$ cat config.mk
export PLATFORM = sky130hd
export DESIGN_NAME = rename_stage
export DESIGN_NICKNAME = d
export VERILOG_FILES = /design/src/rtl/rename_stage.sv
export SDC_FILE = /design/constraint.sdc
export NUM_CORES = 1
export LEC_CHECK = 0
export ABC_AREA = 1
export BUFFER_PORTS_ARGS = -buffer_cell sky130_fd_sc_hd__buf_4
export CAP_MARGIN = 40
export CORE_ASPECT_RATIO = 1.75
export CORE_MARGIN = 2
export CORE_UTILIZATION = 39
export CTS_CLUSTER_SIZE = 14
export DETAILED_ROUTE_END_ITERATION = 8
export GPL_ROUTABILITY_DRIVEN = 1
export PLACE_DENSITY = 0.52
export SLEW_MARGIN = 20
export SYNTH_ARGS = -nofsm -noshare
export SYNTH_HDL_FRONTEND = slang
export SYNTH_SLANG_ARGS = --single-unit
$ cat constraint.sdc
create_clock -name clk -period 5.1 [get_ports clk]
set_input_delay 0.255 -clock clk [delete_from_list [all_inputs] [get_ports clk]]
set_output_delay 0.255 -clock clk [all_outputs]
set_load 0.1 [all_outputs]
$ cat src/rtl/rename_stage.sv
// ============================================================================
//  Module   : rename_stage
//  Purpose  : Register-rename stage. Maps architectural sources through a
//             32-entry RAT, allocates physical destinations from a free-list
//             FIFO and presents the result on a registered valid/ready port.
//  Revision : 1.0  initial release
// ============================================================================
`default_nettype none

module rename_stage #(
  parameter int NUM_PREGS = 64,
  parameter int PREG_W    = 6
) (
  input  logic              clk,
  input  logic              rstn,
  input  logic              in_valid,
  output logic              in_ready,
  input  logic [4:0]        srcReg1,
  input  logic [4:0]        srcReg2,
  input  logic [4:0]        destReg,
  input  logic              regWrite,
  output logic              out_valid,
  input  logic              out_ready,
  output logic [PREG_W-1:0] out_psrc1,
  output logic [PREG_W-1:0] out_psrc2,
  output logic [PREG_W-1:0] out_pdst,
  output logic [PREG_W-1:0] out_old_pdst,
  output logic              out_has_dst,
  input  logic              retire_valid,
  input  logic [PREG_W-1:0] retire_pdst,
  output logic [PREG_W:0]   free_count,
  output logic              fl_overflow
);

  localparam int ARCH_REGS = 32;

  // Architectural state
  logic [PREG_W-1:0] rat_q [ARCH_REGS];
  logic [PREG_W-1:0] rat_d [ARCH_REGS];
  logic [PREG_W-1:0] fl_q  [NUM_PREGS];
  logic [PREG_W-1:0] fl_d  [NUM_PREGS];
  logic [PREG_W-1:0] head_q, head_d;
  logic [PREG_W-1:0] tail_q, tail_d;
  logic [PREG_W:0]   count_q, count_d;
  logic              ovf_q, ovf_d;

  // Output register
  logic              valid_q, valid_d;
  logic [PREG_W-1:0] psrc1_q, psrc1_d;
  logic [PREG_W-1:0] psrc2_q, psrc2_d;
  logic [PREG_W-1:0] pdst_q, pdst_d;
  logic [PREG_W-1:0] old_q, old_d;
  logic              has_dst_q, has_dst_d;

  logic need_dst;
  logic accept;
  logic pop;
  logic push_req;
  logic push;
  logic list_full;

  // Handshake and free-list push/pop qualification
  always_comb begin
    need_dst  = regWrite && (destReg != 5'd0);
    in_ready  = (!valid_q || out_ready) && (!need_dst || (count_q != '0));
    accept    = in_valid && in_ready;
    pop       = accept && need_dst;
    list_full = (count_q == (PREG_W+1)'(NUM_PREGS));
    push_req  = retire_valid && (retire_pdst != '0);
    push      = push_req && !list_full;
  end

  // Next-state for RAT, free list and output register
  always_comb begin
    rat_d     = rat_q;
    fl_d      = fl_q;
    head_d    = head_q;
    tail_d    = tail_q;
    count_d   = count_q;
    ovf_d     = ovf_q;
    valid_d   = valid_q;
    psrc1_d   = psrc1_q;
    psrc2_d   = psrc2_q;
    pdst_d    = pdst_q;
    old_d     = old_q;
    has_dst_d = has_dst_q;

    if (accept) begin
      // Sources read the pre-update RAT so an instruction never sees its own write.
      valid_d   = 1'b1;
      psrc1_d   = rat_q[srcReg1];
      psrc2_d   = rat_q[srcReg2];
      has_dst_d = need_dst;
      if (need_dst) begin
        pdst_d          = fl_q[head_q];
        old_d           = rat_q[destReg];
        rat_d[destReg]  = fl_q[head_q];
      end else begin
        pdst_d = '0;
        old_d  = '0;
      end
    end else if (out_ready) begin
      valid_d = 1'b0;
    end

    if (pop) begin
      head_d = head_q + PREG_W'(1);
    end

    // Push writes the tail slot; a simultaneous pop reads the head slot, which
    // is a different entry whenever the push is allowed, so no bypass occurs.
    if (push) begin
      fl_d[tail_q] = retire_pdst;
      tail_d       = tail_q + PREG_W'(1);
    end
    if (push_req && list_full) begin
      ovf_d = 1'b1;
    end

    case ({push, pop})
      2'b10:   count_d = count_q + (PREG_W+1)'(1);
      2'b01:   count_d = count_q - (PREG_W+1)'(1);
      default: count_d = count_q;
    endcase
  end

  // State registers with asynchronous reset to identity RAT and full free list
  always_ff @(posedge clk or negedge rstn) begin
    if (!rstn) begin
      for (int i = 0; i < ARCH_REGS; i++) begin
        rat_q[i] <= PREG_W'(i);
      end
      for (int i = 0; i < NUM_PREGS; i++) begin
        fl_q[i] <= (i < NUM_PREGS - ARCH_REGS) ? PREG_W'(i + ARCH_REGS) : '0;
      end
      head_q    <= '0;
      tail_q    <= PREG_W'(NUM_PREGS - ARCH_REGS);
      count_q   <= (PREG_W+1)'(NUM_PREGS - ARCH_REGS);
      ovf_q     <= 1'b0;
      valid_q   <= 1'b0;
      psrc1_q   <= '0;
      psrc2_q   <= '0;
      pdst_q    <= '0;
      old_q     <= '0;
      has_dst_q <= 1'b0;
    end else begin
      rat_q     <= rat_d;
      fl_q      <= fl_d;
      head_q    <= head_d;
      tail_q    <= tail_d;
      count_q   <= count_d;
      ovf_q     <= ovf_d;
      valid_q   <= valid_d;
      psrc1_q   <= psrc1_d;
      psrc2_q   <= psrc2_d;
      pdst_q    <= pdst_d;
      old_q     <= old_d;
      has_dst_q <= has_dst_d;
    end
  end

  assign out_valid    = valid_q;
  assign out_psrc1    = psrc1_q;
  assign out_psrc2    = psrc2_q;
  assign out_pdst     = pdst_q;
  assign out_old_pdst = old_q;
  assign out_has_dst  = has_dst_q;
  assign free_count   = count_q;
  assign fl_overflow  = ovf_q;

endmodule

`default_nettype wire

After elaboration in Yosys (flattened, before gate mapping)

Cells that the tools add are included.

Register bits: 622
Bits of input ports: 27
Output and inout bits: 35
Logic and storage cells: 168

Add/subtract/negate cells: 4
$lt $le $gt $ge: 7
Equal/unequal tests: 3
Mux-type cells: 23
Bitwise logic cells: 5
Reduce and logical (&&, ||, !) cells: 20

Operator list:

| operator                                            | count |
|---|---|
| bitwise mux 384 bit                                 | 1 |
| bitwise mux 192 bit                                 | 1 |
| binary-select mux 6 bit (select 5 bit)              | 3 |
| 2-to-1 mux 6 bit                                    | 12 |
| binary-select mux 6 bit (select 6 bit)              | 1 |
| demux 6 bit (select 6 bit)                          | 1 |
| demux 6 bit (select 5 bit)                          | 1 |
| >= comparator 6 bit (second input constant)         | 3 |
| inverter 5 -> 6 bit                                 | 3 |
| >= comparator 7 bit (second input constant)         | 2 |
| inverter 6 -> 7 bit                                 | 2 |
| case mux 7 bit (2 select lines)                     | 1 |
| adder 6 x 1 -> 6 bit (second input constant)        | 2 |
| logical AND 1 bit                                   | 9 |
| adder 7 x 1 -> 7 bit (second input constant)        | 1 |
| equality test 7 bit (second input constant)         | 1 |
| < comparator 7 x 1 -> 1 bit (second input constant) | 1 |
| nonzero test 7 bit                                  | 1 |
| subtractor 7 x 1 -> 7 bit (second input constant)   | 1 |
| < comparator 6 x 1 -> 1 bit (second input constant) | 1 |
| nonzero test 6 bit                                  | 1 |
| nonzero test 5 bit                                  | 1 |
| nonzero test 2 bit                                  | 2 |
| zero test 1 bit                                     | 3 |
| 5 further kinds                                     | 7 |

Logic depth before layout (Yosys ltp)

Depth in word-level cells: 9
Depth in mapped cells: 19
Depth with buffers taken out: 17

Worst setup path before layout

No wires, ideal clock.

Kind: register to register
Start: reg count_q[1] (netlist: free_count[1])
End: reg count_q[6] (netlist: free_count[6])
Data arrival time: 3.231 ns
Setup slack: 1.749 ns
Stages on the path, launching flop included: 18
Buffers on the path: 2
Clock period less this slack: 3.351 ns
Cell sequence: dfrtp_1 nor2_1 nand4_1 nand4_4 inv_1 buf_1 ha_1 buf_2 xnor2_1 inv_1 ha_1 inv_1 nand2_1 nand3_1 nand3_1 xor2_1 nand2_1 nand2_1

Cells in the longest elaborated chain, start to end: 7
Elaborated cells between the ends (all ways): 14

Ends and longest elaborated chain:

| item                                                                         | line | text |
|---|---|---|
| from (decl)                                                                  | 44   | `logic [PREG_W:0] count_q, count_d;` |
| from (signal assigned)                                                       | 138  | `count_q <= (PREG_W+1)'(NUM_PREGS - ARCH_REGS);` |
| from (signal assigned)                                                       | 151  | `count_q <= count_d;` |
| nonzero test 7 bit (*)                                                       | 65   | `in_ready = (!valid_q \|\| out_ready) && (!need_dst \|\| (count_q != '0));` |
| logical OR 1 bit (*)                                                         | 65   |  |
| logical AND 1 bit (*)                                                        | 65   |  |
| logical AND 1 bit (*)                                                        | 66   | `accept = in_valid && in_ready;` |
| logical AND 1 bit (*)                                                        | 67   | `pop = accept && need_dst;` |
| net pop                                                                      | 57   | `logic pop;` |
| equality test 2 x 1 -> 1 bit / equality test 2 bit (equally long branches)   | 120  | `case ({push, pop})` |
| case mux 7 bit (2 select lines) / nonzero test 2 bit (equally long branches) | --   |  |

The timed path passes the listed nets; every way through them passes the cells marked *.
A chain may end at the register's enable or synchronous reset.

Worst setup path in the final report

Start: reg count_q[5] (netlist: free_count[5])
End: reg count_q[6] (netlist: free_count[6])

Cells in the longest elaborated chain, start to end: 7
Elaborated cells between the ends (all ways): 14

Ends and longest elaborated chain:

| item                                                                         | line |
|---|---|
| nonzero test 7 bit                                                           | 65 |
| logical OR 1 bit                                                             | 65 |
| logical AND 1 bit                                                            | 65 |
| logical AND 1 bit                                                            | 66 |
| logical AND 1 bit                                                            | 67 |
| equality test 2 x 1 -> 1 bit / equality test 2 bit (equally long branches)   | 120 |
| case mux 7 bit (2 select lines) / nonzero test 2 bit (equally long branches) | -- |

Several ways; a longest one is shown, not always the timed one.

==> flow_summary.yaml <==
placement:
  io_buffers: 61
  place_area_um2: 34200
  routabilityCongestion: 0.968
  dp_worst_setup_slack_ns: 1.63
  dp_hpwl_mm: 77.5
detailed_routing:
  drt-total-wl_mm: 118
  antenna_violating_nets_post_route: 0
  post_drt_wl_per_cell_um: 21.2
  firstDrtPassIters: 6
  routed_via_density: 5.33
  dr.first_iter.drc_count: 2561
  drcViolationCount: 0
  route.vias.total: 29600
global_route:
  grt_antenna_before_repair: 0
  overall_routing_resource_usage_pct: 27.4
  globalRoute.totalOverflow: 0
  grt_start_max_net_pins: 193
  grt_pass1_vias: 29200
  grt_pass1_wl_mm: 182
cts:
  numCtsBuffers: 67
  clk_latency_ns: 0.66
  cts-htree-levels: 3
  cts_buffer_depth: 3
  clkSlewWorstSetupHoldPaths_ns: 0.06
  tritoncts: "done"
  post_cts_resize_count: 0
  cts.sinks: 622
  ctsRootBufferMaster: "clkbuf_16"
job:
  max-cap-violations: 0
finish:
  area_delta_synth_final_pct: 10.5
  final_core_util_pct: 43.4
  fin_nets: 4463
  final_design_area_no_fill_um2: 36500
  drive_above_1_share_pct: 11.4
  antennaDiodeCount: 0
die:
  fp.coreArea_um2: 84200
  die-height_um: 389
  floorplan.initialDensity_pct: 39.3
  num_io_pins: 62
  die-width_um: 224
  placement_rows: 141
  design.die.area_um2: 87200
synthesis:
  number_of_instances_in_the_synthesized_netlist: 4542
  synth.yosys.seq_area_share_pct: 47.8
  yosys_register_bits: 622
  ys.flop_type: "dfrtp_1"
  synth_area_um2: 33000
  yosysWarnings: 0
  synth_edf_count: 0
  synth.avg_cell_area_um2: 7.27
  ys_async_sr_fraction_pct: 100
  synth_cell_types: 32
  syn-num-nets: 4574
sta:
  maxSlewViolCount: 0
  max_slew.worst_pin.slew_ns: 0.947
  setup-violations-final: 0
  timing.final.hold_violations: 0
  post_route_clock_period_utilization_pct: 67.9
  final.setup_skew_ns: 0.0246
  finalSetupTns_ns: 0
  max-slew-margin-rel_pct: 36.9
  final_period_minus_worst_setup_slack_ns: 3.46
  fmax_mhz: 289
  fin_ws_ns: 1.64
  rsz0062_at_grt: "false"
worst_setup_path:
  start_kind: "flip-flop"
  endpoint_kind: "flip-flop"
  worst-endpoint-arrival_ns: 4.00
  setup.worst_path.class: "flip-flop to flip-flop"
  timing.critical_path.slowest_cell_delay_ns: 0.59
  r2r.worst_path.cells: 15
  worst-path-max-fanout: 16
  worst-endpoint-required_ns: 5.64
  slowest_cell_on_the_critical_path: "dfstp_2"
  cp_cell_sequence: "nor3_1 -> nand4_1 -> nand4_4 -> inv_1 -> ha_1 -> xnor2_1 -> inv_1 -> ha_1 -> inv_1 -> nand2_1 -> nand3_1 -> nand3_1 -> xor2_1 -> nand2_1 -> nand2_1"
outcome:
  status: "completed"
min_path:
  worst_hold_path_type: "input pin to flip-flop"
  hold_path_depth: 4
pwr:
  finalPower_mw: 20.4
  leakage_nw: 16.9
  vdd_drop_max_v: 0.000465
  cellPowerDensity_nw_per_um2: 558
==> registers in the layout, indices dropped and copies added (netlist names) <==
signal and flops:
fl_q 384, rat_q 192, free_count 7, head_q 6, out_old_pdst 6, out_pdst 6
out_psrc1 6, out_psrc2 6, tail_q 6, fl_overflow 1, out_has_dst 1, out_valid 1
==> metrics by stage <==
step | hold WS, ns | cells
final | 0.0965 | 5556
after global routing | 0.0987 | 5556
after CTS | 0.0759 | 5554
after detailed placement | 0.296 | 5429
after global placement | 0.295 | 5423
after floorplan | -0.0406 | 4542
==> Yosys cell counts (3+ instances only) <==
master | instances | area [µm²]
clkbuf_1 | 156 | 586
xor2_1 | 10 | 87.6
o21ai_2 | 28 | 245
o21ai_0 | 450 | 2250
inv_1 | 268 | 1010
ha_1 | 5 | 62.6
buf_2 | 91 | 455
a21oi_1 | 123 | 616
o21ai_1 | 168 | 841
dfstp_2 | 194 | 5100
inv_2 | 31 | 116
o211ai_1 | 114 | 856
buf_4 | 32 | 240
nor2_1 | 99 | 372
nand3_1 | 396 | 1980
clkinv_1 | 4 | 15.0
buf_1 | 28 | 105
nand2_1 | 1881 | 7060
dfrtp_1 | 428 | 10700
nor2_4 | 9 | 101
xnor2_1 | 8 | 70.1
nor3_1 | 5 | 25.0
nand4_1 | 3 | 18.8
==> cells in the final DEF, fill, tap and decap left out, types with 69 or more instances in the layout <==
cell,instances
dfstp_2,194
a21oi_1,123
clkbuf_16,69
dfrtp_1,426
o21ai_0,450
nand3_1,396
nor2_1,97
o211ai_1,114
inv_1,266
buf_4,104
nand2_1,1877
o21ai_1,168
==> repair_timing <==
action | in CTS | in global routing
hold buffers | 3 | 0
setup buffers | 0 | 0
setup endpoints to repair | 0 | 0
hold endpoints to repair | 61 | 0
==> power breakdown <==
part,switching (mW),internal (mW)
combinational,5.65,2.13
sequential,1.02,6.40
clock,2.20,2.97
total,8.87,11.5
==> per-layer routing <==
| metal | vias to the layer above | GRT usage (%) | part of all wire (%) |
|---|---|---|---|
| met5 | - | 0 | 0 |
| met3 | 314 | 3.20 | 4.2 |
| met2 | 844 | 47.5 | 50 |
| met4 | 0 | 20.1 | 8.2 |
| met1 | 14100 | 30.8 | 38 |
| li1 | 14400 | - | - |
==> path summary, 6_finish.rpt <==
| check | from | end | slack [ns] |
|---|---|---|---|
| min in group asynchronous | rstn | out_psrc1[5] | 0.18 |
| hold reg to reg | rat_q[189] | rat_q[189] | 0.42 |
| setup reg to reg | free_count[5] | free_count[6] | 1.64 |
| setup / recovery | free_count[5] | free_count[6] | 1.64 |
| hold / removal | retire_pdst[1] | fl_q[193] | 0.1 |
| max in group asynchronous | rstn | fl_q[322] | 3.57 |
==> worst max-delay path, delay by kind of cell (launching register included) <==
kind                     cells  cell delay, ns
adder cells (fa/ha/maj)      2            0.65
XOR/XNOR                     2            0.34
buffers and inverters        3            0.69
AND/OR/NAND/NOR              8            1.08
flip-flops                   1            0.59
==> layout make-up <==
type | count | area, µm²
Multi-Input combinational cell | 3309 | 14700
Tap cell | 1072 | 1340
Clock inverter | 26 | 353
Timing Repair Buffer | 127 | 1230
Sequential cell | 622 | 15800
Clock buffer | 96 | 1900
Inverter | 304 | 1140
Fill cell | 8664 | 47600
==> kinds of logic (layout without fill, tap and decap cells) <==
| kind of cell | Yosys count | count (layout) | synth area share, % |
|---|---|---|---|
| and+or+nand+nor | 2402 | 2402 | 29.3 |
| AOI/OAI and AO/OA | 884 | 884 | 14.6 |
| DFF | 622 | 622 | 47.8 |
| buffers and inverters | 611 | 553 | 7.66 |
| xor gates and xnor gates | 18 | 18 | 0.477 |
| adders and majority gates | 5 | 5 | 0.189 |
Note: power is estimated with default switching activity, not from simulation.
